<file path="config.mk">
export PLATFORM = sky130hd
export DESIGN_NAME = pht
export DESIGN_NICKNAME = d
export VERILOG_FILES = /design/src/rtl/pht.sv
export SDC_FILE = /design/constraint.sdc
export NUM_CORES = 2
export LEC_CHECK = 0
export BUFFER_PORTS_ARGS = -buffer_cell sky130_fd_sc_hd__buf_2
export CORE_MARGIN = 2
export CORE_UTILIZATION = 35
export CTS_BUF_LIST = sky130_fd_sc_hd__clkbuf_16
export DETAILED_ROUTE_END_ITERATION = 8
export GPL_ROUTABILITY_DRIVEN = 1
export SETUP_SLACK_MARGIN = 0.05
export SYNTH_ARGS = -nofsm -noshare
export SYNTH_HDL_FRONTEND = slang
export SYNTH_SLANG_ARGS = --single-unit
</file>
<file path="constraint.sdc">
create_clock -name clk -period 7.7 [get_ports clk]
set_input_delay 0.385 -clock clk [delete_from_list [all_inputs] [get_ports clk]]
set_output_delay 0.385 -clock clk [all_outputs]
set_load 0.02 [all_outputs]
</file>
<file path="src/rtl/pht.sv">
// Pattern history table: 2-bit saturating counters indexed by {local history, PC index}.
// The fetch stage reads it for direction predictions and execute-stage resolution trains it.
// A clear request starts a sweep that reinitialises every entry to weak-taken.
// A counter tracks how many resolved branches were mispredicted.
//
// Ports
//   clk, rst                                   clock, asynchronous active-low reset
//   pred_req, pred_pc_idx, pred_hist           lookup request
//   pred_valid, pred_taken, pred_ctr           registered lookup result, one cycle later
//   upd_valid, upd_pc_idx, upd_hist            resolution strobe and entry select
//   upd_taken, upd_pred                        actual outcome and predicted direction
//   clear, busy                                sweep request and sweep-in-progress flag
//   mispredict_cnt                             saturating mispredict count
//
// state | meaning
// IDLE  | normal operation: predictions read the table, updates train it
// SWEEP | one entry per cycle is rewritten to 10; updates are dropped
module pht #(
    parameter int s_index = 4,
    parameter int depth   = 4
) (
    input  logic               clk,
    input  logic               rst,
    input  logic               pred_req,
    input  logic [s_index-1:0] pred_pc_idx,
    input  logic [depth-1:0]   pred_hist,
    output logic               pred_valid,
    output logic               pred_taken,
    output logic [1:0]         pred_ctr,
    input  logic               upd_valid,
    input  logic [s_index-1:0] upd_pc_idx,
    input  logic [depth-1:0]   upd_hist,
    input  logic               upd_taken,
    input  logic               upd_pred,
    input  logic               clear,
    output logic               busy,
    output logic [31:0]        mispredict_cnt
);

    localparam int idx_w   = depth + s_index;
    localparam int entries = 1 << idx_w;

    typedef enum logic {IDLE, SWEEP} state_t;

    state_t           state, state_nxt;
    logic [idx_w-1:0] ptr, ptr_nxt;
    logic [1:0]       table_q [entries];

    logic [idx_w-1:0] upd_idx, pred_idx;
    logic [1:0]       upd_old, upd_new, pred_val;
    logic             upd_we, sweep_we;

    assign upd_idx  = {upd_hist, upd_pc_idx};
    assign pred_idx = {pred_hist, pred_pc_idx};
    assign upd_old  = table_q[upd_idx];
    assign busy     = (state == SWEEP);

    always_comb begin
        if (upd_taken) begin
            upd_new = (upd_old == 2'b11) ? 2'b11 : upd_old + 2'd1;
        end else begin
            upd_new = (upd_old == 2'b00) ? 2'b00 : upd_old - 2'd1;
        end
    end

    always_ff @(posedge clk or negedge rst) begin
        if (!rst) begin
            state <= IDLE;
            ptr   <= '0;
        end else begin
            state <= state_nxt;
            ptr   <= ptr_nxt;
        end
    end

    always_comb begin
        state_nxt = state;
        ptr_nxt   = ptr;
        upd_we    = 1'b0;
        sweep_we  = 1'b0;
        case (state)
            IDLE: begin
                if (clear) begin
                    state_nxt = SWEEP;
                    ptr_nxt   = '0;
                end else begin
                    upd_we = upd_valid;
                end
            end
            SWEEP: begin
                sweep_we = 1'b1;
                if (clear) begin
                    ptr_nxt = '0;
                end else begin
                    ptr_nxt = ptr + 1'b1;
                    if (ptr == '1) state_nxt = IDLE;
                end
            end
            default: state_nxt = IDLE;
        endcase
    end

    always_ff @(posedge clk or negedge rst) begin
        if (!rst) begin
            for (int i = 0; i < entries; i++) table_q[i] <= 2'b10;
        end else begin
            if (sweep_we) table_q[ptr] <= 2'b10;
            if (upd_we) table_q[upd_idx] <= upd_new;
        end
    end

    // Forward the update committing at this edge so the prediction sees it.
    always_comb begin
        if (state == SWEEP) begin
            pred_val = 2'b10;
        end else if (upd_we && (upd_idx == pred_idx)) begin
            pred_val = upd_new;
        end else begin
            pred_val = table_q[pred_idx];
        end
    end

    always_ff @(posedge clk or negedge rst) begin
        if (!rst) begin
            pred_valid <= 1'b0;
            pred_taken <= 1'b0;
            pred_ctr   <= 2'b00;
        end else begin
            pred_valid <= pred_req;
            if (pred_req) begin
                pred_taken <= pred_val[1];
                pred_ctr   <= pred_val;
            end
        end
    end

    always_ff @(posedge clk or negedge rst) begin
        if (!rst) begin
            mispredict_cnt <= '0;
        end else if (state == IDLE && clear) begin
            mispredict_cnt <= '0;
        end else if (upd_we && (upd_pred != upd_taken) && (mispredict_cnt != 32'hFFFF_FFFF)) begin
            mispredict_cnt <= mispredict_cnt + 32'd1;
        end
    end

endmodule

</file>
==> metrics <==
most frequent cells in the layout o21ai_0 (502), dfrtp_1 (300), nor2_1 (293), nand2_1 (286), dfstp_2 (256); Antenna Nets Post-Route 0; most used cell, CP buf_12; Final Util 0.392; Post-CTS Setup Repair Bufs 0; #FFs+latches synth 556; first-pass GRT wire length roughly 200000 um; Via density roughly 6.6; I/O Buffers between 50 and 60; Yosys top cell by area dfrtp_1; Min Clock Period, post-route slightly above 5 ns; syn nets between 3000 and 4000; via count between 20000 and 30000; Worst-Skew Late Latency 0.64 ns; die area 0.0976 mm2; CP cell instances buf_8 > buf_12 > mux4_2 > or4_1 > a31oi_1 > a2111oi_0 > nor3b_1 > maj3_4 > buf_12 > o21ai_0; clock transition at the registers of the reported paths roughly 0.060 ns; Die Height 312 um; setup_tns 0 ns; pin count of the biggest net entering global routing between 150 and 200; CTS tree built; Worst Path Required 8.18 ns; Final period util 0.661; total power between 7 and 8 mW; most common cell after layout, fill and taps aside o21ai_0; DRT Pass-1 Iters 6; Final Max Slew Viols 0; detailed-placement wirelength estimate a little over 80000 um; layout cells sized above 1 0.245; Synth async-reset ratio 1.00; Hold Fails Final Rpt 0; crit path kind primary input to flop; Slew headroom 0.0737; Synth Cell Area 0.0333 mm2; # IOs 60; Worst Skew 0.0368 ns; Leak between 10 and 15 nW; initial antenna violation count 7; DR iter-0 viols between 4000 and 5000; chip width about 310 um; CTS sink count between 500 and 600; post-synthesis sequential area ratio 0.428; post-synth top area share 0.225; CTS Root Cell clkbuf_16; Mean Syn Cell Area about 10 um2; Hold Slack a little under 0.06 ns; Synth cell types 61; Critical Path Max Stage Delay approximately 0.90 ns; Slowest cell on crit path maj3_4; Slew @ Worst Pin about 1.4 ns; Synth Flop Type dfrtp_1; MaxCap Viol Count 0; H-tree depth 3; Layout Nets 3180; Initial Utilization 0.352; vias in the first global route between 20000 and 30000; Worst Hold Class primary input to flop; Remaining DRCs 0; CTS buffer count between 60 and 70; CP max FO 97; synthesis-to-finish area growth 11.5%; cells after synthesis 3225; setup violators final 0; Yosys warnings 0; routed len/inst a little over 30 um; synth top area cells dfrtp_1 (23%), dfstp_2 (20%), mux4_2 (16%); total wire length approximately 140000 um; Worst setup SP type primary input; outcome completed; core box area about 0.095 mm2; unrepaired setup endpoints after global routing false; total gr overflow 0; Crit. End Element flop; Max Clock Freq about 200 MHz; Worst VDD drop approximately 0.00014 V; num rows ~110; power per cell area roughly 190 mW/mm2; worst-case clock buffer depth 3; Worst EP arrival roughly 5.6 ns; routability cong. between 0.9 and 1; Post-synth EDFFs 0; total track usage 0.276; post-cts sizing count 0
-- synthesized netlist by cell type, types with 10 or more instances --
library cell	number
nand2_1	286
o21ai_0	502
a221oi_1	16
a22oi_1	44
mux4_2	234
a211oi_1	97
nand3b_1	34
nand4_1	29
a21oi_1	162
nand3_1	109
and3_1	12
nor2_1	311
xor2_1	16
buf_1	16
buf_4	13
inv_1	16
a31oi_1	10
mux2i_1	253
o211ai_1	86
nor3_1	24
nor2b_1	15
dfrtp_1	300
dfstp_2	256
buf_2	44
clkbuf_1	205
xnor2_1	23
-- power breakdown --
group | total (mW) | switching [mW] | leakage (nW) | internal (mW)
sequential | 3.02 | 0.0332 | 6.34 | 2.98
clock | 3.21 | 1.38 | 1.13 | 1.83
combinational | 0.830 | 0.600 | 5.90 | 0.231
-- timing repair --
action                                  4_1_cts  5_1_grt
endpoints found under the hold margin        47        0
hold buffers                                  1        0
endpoints found under the setup margin        0        0
-- final cells by class --
class,count,area [um2]
multi-input cells,2365,18000
inverters,19,71.3
fillers,9133,57500
flip-flops and latches,556,14200
clock inverters,54,378
repair buffers,142,1070
diodes,1,2.50
clock buffers,72,1800
well taps,1265,1580
-- cell families after synthesis --
| family | synth area share |
|---|---|
| AND/OR/NAND/NOR | 0.118 |
| flip-flops | 0.428 |
| buffers and inverters | 0.0390 |
| AO/OA/AOI/OAI | 0.165 |
| XOR/XNOR | 0.0103 |
| multiplexers | 0.237 |
| adder cells (fa/ha/maj) | 0.00256 |
-- metal layers --
layer / vias up / share of wire / global-route usage
met4: 10 / 0.067 / 0.161
met1: 15000 / 0.39 / 0.371
met5: - / 0.00094 / 0.00580
li1: 12000 / - / -
met2: 2088 / 0.41 / 0.384
met3: 507 / 0.13 / 0.0932
-- registers in the layout (all words and copies together), names as in the netlist --
register and flops:
table_q 512, ptr 8, pred_taken 1, mispredict_cnt 32, busy 1, pred_valid 1
pred_ctr 1
-- worst paths after layout --
check | slack [ns] | endpoint | cells past startpoint | start
worst max-delay path | 2.61 | table_q[256] | 10 | upd_pc_idx[0]
max in group asynchronous | 5.77 | table_q[354] | 3 | rst
worst min register to register | 0.53 | table_q[30] | 2 | table_q[30]
min in group asynchronous | 0.38 | table_q[410] | 2 | rst
worst max register to register | 3.41 | table_q[256] | 9 | table_q[481]
worst min-delay path | 0.06 | pred_valid | 1 | pred_req
-- worst max-delay path, delay by kind of cell --
family	cells	cell delay (ns)
buf+inv	3	1.62
fa+ha+maj	1	0.90
compound gates	3	0.87
mux	1	0.60
simple gates	2	0.85
-- per-stage QoR --
step           std cells  cell area [um2]  setup WS (ns)
6_report            4474            37100           2.61
5_1_grt             4473            37100           2.44
2_1_floorplan       3225            33300           4.42
3_5_place_dp        4346            34900           2.19
3_3_place_gp        4346            34900           2.24
4_1_cts             4473            37100           2.82
Power figures use the tool's default switching activity.
